--- src/rtl/regfile_tagged.sv ---
// Tagged integer register file: per-register busy/ROB-tag scoreboard, commit bypass.
// Optional debug read port (dbg_addr/dbg_data) enabled by defining REGFILE_DBG_EN.
module regfile_tagged #(
  parameter int XLEN  = 32,
  parameter int NREG  = 32,
  parameter int AW    = $clog2(NREG),
  parameter int TAG_W = 4
) (
  input  logic             clk,
  input  logic             rst,
  input  logic             flush,
  input  logic             rename_en,
  input  logic [AW-1:0]    rename_addr,
  input  logic [TAG_W-1:0] rename_tag,
  input  logic             commit_en,
  input  logic [AW-1:0]    commit_addr,
  input  logic [XLEN-1:0]  commit_data,
  input  logic [TAG_W-1:0] commit_tag,
  input  logic             rd_en1,
  input  logic [AW-1:0]    rd_addr1,
  output logic [XLEN-1:0]  rd_data1,
  output logic             rd_busy1,
  output logic [TAG_W-1:0] rd_tag1,
  input  logic             rd_en2,
  input  logic [AW-1:0]    rd_addr2,
  output logic [XLEN-1:0]  rd_data2,
  output logic             rd_busy2,
  output logic [TAG_W-1:0] rd_tag2
`ifdef REGFILE_DBG_EN
  ,
  input  logic [AW-1:0]    dbg_addr,
  output logic [XLEN-1:0]  dbg_data
`endif
);

  logic [XLEN-1:0]  regs_q [NREG];
  logic [XLEN-1:0]  regs_d [NREG];
  logic [TAG_W-1:0] tag_q  [NREG];
  logic [TAG_W-1:0] tag_d  [NREG];
  logic [NREG-1:0]  busy_q;
  logic [NREG-1:0]  busy_d;

  logic cmt_ok;
  logic cmt_hit;
  logic ren_ok;

  assign cmt_ok  = commit_en && (commit_addr != '0);
  assign cmt_hit = busy_q[commit_addr] &&
                   (tag_q[commit_addr] == commit_tag);
  assign ren_ok  = rename_en && (rename_addr != '0);

  // Rename is applied after commit so it wins on the same register.
  always_comb begin
    regs_d = regs_q;
    tag_d  = tag_q;
    busy_d = busy_q;
    if (cmt_ok) begin
      regs_d[commit_addr] = commit_data;
      if (cmt_hit) busy_d[commit_addr] = 1'b0;
    end
    if (flush) begin
      busy_d = '0;
    end else if (ren_ok) begin
      busy_d[rename_addr] = 1'b1;
      tag_d[rename_addr]  = rename_tag;
    end
  end

  always_ff @(posedge clk) begin
    if (rst) begin
      for (int i = 0; i < NREG; i++) begin
        regs_q[i] <= '0;
        tag_q[i]  <= '0;
      end
      busy_q <= '0;
    end else begin
      regs_q <= regs_d;
      tag_q  <= tag_d;
      busy_q <= busy_d;
    end
  end

  // Returns {busy, tag, data}; commit data is forwarded even on a tag miss.
  function automatic logic [XLEN+TAG_W:0] rd_port(
    input logic          en,
    input logic [AW-1:0] a
  );
    logic [XLEN-1:0]  d;
    logic [TAG_W-1:0] t;
    logic             b;
    d = '0;
    t = '0;
    b = 1'b0;
    if (en && !rst && (a != '0)) begin
      d = regs_q[a];
      t = tag_q[a];
      b = busy_q[a];
      if (commit_en && (commit_addr == a)) begin
        d = commit_data;
        if (busy_q[a] && (tag_q[a] == commit_tag)) b = 1'b0;
      end
    end
    return {b, t, d};
  endfunction

  assign {rd_busy1, rd_tag1, rd_data1} = rd_port(rd_en1, rd_addr1);
  assign {rd_busy2, rd_tag2, rd_data2} = rd_port(rd_en2, rd_addr2);

`ifdef REGFILE_DBG_EN
  assign dbg_data = (rst || (dbg_addr == '0)) ? '0 : regs_q[dbg_addr];
`else
  // No debug port in this build.
`endif

endmodule

--- config.mk ---
export PLATFORM = sky130hd
export DESIGN_NAME = regfile_tagged
export DESIGN_NICKNAME = d
export VERILOG_FILES = /design/src/rtl/regfile_tagged.sv
export SDC_FILE = /design/constraint.sdc
export NUM_CORES = 2
export LEC_CHECK = 0
export CORE_UTILIZATION = 45
export DETAILED_ROUTE_END_ITERATION = 16
export GPL_TIMING_DRIVEN = 1
export PLACE_DENSITY_LB_ADDON = 0.12
export SLEW_MARGIN = 30
export SYNTH_ARGS = -nofsm -noshare
export SYNTH_HDL_FRONTEND = slang
export SYNTH_SLANG_ARGS = --single-unit
--- constraint.sdc ---
create_clock -name clk -period 3.2 [get_ports clk]
set_clock_uncertainty 0.05 [all_clocks]
set_input_delay 0.32 -clock clk [delete_from_list [all_inputs] [get_ports clk]]
set_output_delay 0.32 -clock clk [all_outputs]
set_load 0.02 [all_outputs]
==> flow_summary.ini <==
[sta]
setup_viol = 3
post-route-period-util_pct = 111
fmax_mhz = 282
slew_headroom_pct = 30.2
maxSlewViolCount = 0
finalHoldViolations = 0
rsz0062_at_grt = yes
fin_ws_ps = -346
tightestPinTransition_ps = 1050
hold_ws_ps = 148
min_period_ps = 3550

[finish]
drive_above_1_share_pct = 20.2
nNetsFinal = 7849
final_util_pct = 55.1
syn_to_final_growth_pct = 21.5
diodes = 0

[setup_path]
startpoint_type = flip-flop
reg2reg_from = tag_q[33]
cp-end-kind = primary output
crit_arrival_ps = 3180
reg2reg_depth = 10
required_ps = 2830
critPathMaxFanout = 4
cp_num_buf_inv = 1
r2r_slack_ps = 430
worst-setup-path-type = reg2out
crit_slowest_cell = mux4_2
worstReg2RegEnd = busy_q[31]
crit_chain = mux4_2 > o211ai_1 > o2111a_2 > xnor2_1 > nor3_1 > a211o_1 > a21oi_4 > buf_6
crit_family = compound AO/OA/AOI/OAI gates
slowest_delay_ps = 520

[cts]
cts_root_buffer = clkbuf_16
worstSkewPairLatency_ps = 780
clk_pin_slew_worst_paths_ps = 60
clockBufferDepth = 3
cts_tree = done
htreeDepth = 4
cts_buffers = 138
cts.sinks = 1184

[synth]
synth-edff-count = 0
synthArstFlopShare_pct = 0
yosysSeqAreaShare_pct = 37.4
yosys_warnings = 0
synth.top_cells.by_count = nand2_1 (2292), dfxtp_1 (1184), a21oi_1 (1164)
netlist.top_cell.by_area = dfxtp_1
synth-seq-cells = 1184
synthTopCellsByArea = dfxtp_1 (37%), nand2_1 (14%), mux4_2 (12%)
postSynthCellCount = 7577
dominantRegCellSynth = dfxtp_1
synth.distinct_cells = 63
synth_area_um2 = 63300
synth_top_area_share_pct = 37.4
synth_nets = 7644
yosysMostFrequentCell = nand2_1
synth_area_per_cell_um2 = 8.36

[global_routing]
grt_max_degree = 204
grt_pass1_vias = 59500
grt_pass1_wl_um = 399000
grt-ovfl-total = 0
grt_usage_pct = 37.9
antenna_found_initial = 7

[floorplanning]
io_pins = 141
die_x_um = 377
die-area_um2 = 142000
rows = 137
coreArea_um2 = 140000
die_y_um = 377
initial_core_util_pct = 45.4

[route]
via_per_inst = 6.41
drtIter0Drc = 7890
post_drt_wl_per_cell_um = 28.5
wirelength_um = 278000
ant_nets = 0
drc = 0
vias = 62600
dr.pass1.iters = 8

[placement]
dp.final_hpwl_um = 170000
portBuffers = 140
place.gp.congestion = 0.972

[hold_path]
holdPathEnd = tag_q[23]
hold_depth = 3
hp-class = in2reg
hp-start = rename_tag[3]

[run_status]
violations = negative setup slack
run_status = finished with violations

[pwr]
peakVddDrop_mv = 0.388
pwr_density_cell_nw_per_um2 = 462
finalPower_mw = 35.5
p_leak_nw = 26.7

[flow_run]
cap_violations = 0
[worst reg2reg max path: stages, from the launching register on]
cell and delay (ps):
dfxtp_1 300, buf_4 130, mux2i_1 430, o22ai_1 190, nor3_1 230, o2111ai_1 250, xnor2_1 250, nand4_2 160
buf_12 210, o311ai_0 320, o21ai_0 130
[worst max path at each step]
stage,start,to,slack [ps],depth (start not counted)
floorplan,rd_addr2[0],rd_busy2,270,7
finish,tag_q[122],rd_busy1,-350,8
global placement,rd_addr2[0],rd_data2[1],-680,13
global route,tag_q[0],rd_busy1,-430,10
detailed placement,rd_addr2[0],rd_data2[9],-700,13
CTS,tag_q[40],rd_busy1,-390,10
[metrics by stage]
step           area [um2]  setup WS [ps]  std cells  setup TNS (ps)
6_report            76900           -346       9767            -716
5_1_grt             76900           -426       9767            -874
4_1_cts             76400           -393       9752            -919
3_5_place_dp        70900           -704       9470          -37710
3_3_place_gp        70900           -681       9470          -36910
2_1_floorplan       63300            269       7577               0
[area by class of cell]
| cell class | count | area, um2 |
|---|---|---|
| fillers | 12800 | 62600 |
| multi-input cells | 5592 | 37500 |
| flip-flops and latches | 1184 | 23700 |
| repair buffers | 855 | 8750 |
| clock buffers | 204 | 4110 |
| well taps | 1876 | 2350 |
| clock inverters | 45 | 458 |
| inverters | 11 | 47.5 |
[logic make-up (layout without fill, tap and decap cells)]
family | after synthesis | in the layout | share of synthesized area (%)
multiplexers | 982 | 982 | 22.3
AO/OA/AOI/OAI | 1861 | 1861 | 17.6
AND/OR/NAND/NOR | 2726 | 2727 | 16.9
flip-flops | 1184 | 1184 | 37.4
XOR/XNOR | 22 | 22 | 0.304
buffers and inverters | 802 | 1115 | 5.46
[registers in the layout, indices dropped and copies added (netlist names)]
register / count
busy_q: 32
regs_q: 1024
tag_q: 128
[routing by layer]
metal	wire, um	vias up	GRT usage, %
met1	110000	30600	50.5
met3	33200	872	9.32
met4	16100	4	20.0
li1	-	27300	-
met2	119000	3880	56.6
met5	24	-	0
[power by group]
part,internal [mW],switching (mW)
clock network,9.47,6.77
registers,14.8,0.0764
logic,1.59,2.80
total,25.9,9.64
[repair_timing]
item,4_1_cts,5_1_grt
gates cloned,5,6
gates resized for setup,321,127
hold buffers,1,0
pin swaps,42,41
endpoints found under the hold margin,22,0
setup buffers,27,11
setup endpoints to repair,74,67
[placed cells by master (no fill, tap or decap), drive strengths merged, types with 5 or more instances in the layout]
master,n
buf,749
nor3,16
mux2,6
nand3,128
mux4,338
nor2b,45
o21ai,118
o221ai,9
nand2b,7
xnor2,12
dfxtp,1184
o211ai,100
a22oi,138
o22ai,22
clkinvlp,5
bufinv,7
or2,6
clkbuf,230
clkinv,28
dlygate4sd2,9
a221oi,258
nand2,2292
o311ai,31
nor3b,5
clkdlybuf4s15,17
and3,7
clkdlybuf4s50,50
a211oi,6
mux2i,638
a21oi,1164
nor2,187
nor4,7
inv,16
xor2,10
Power figures use the tool's default switching activity.
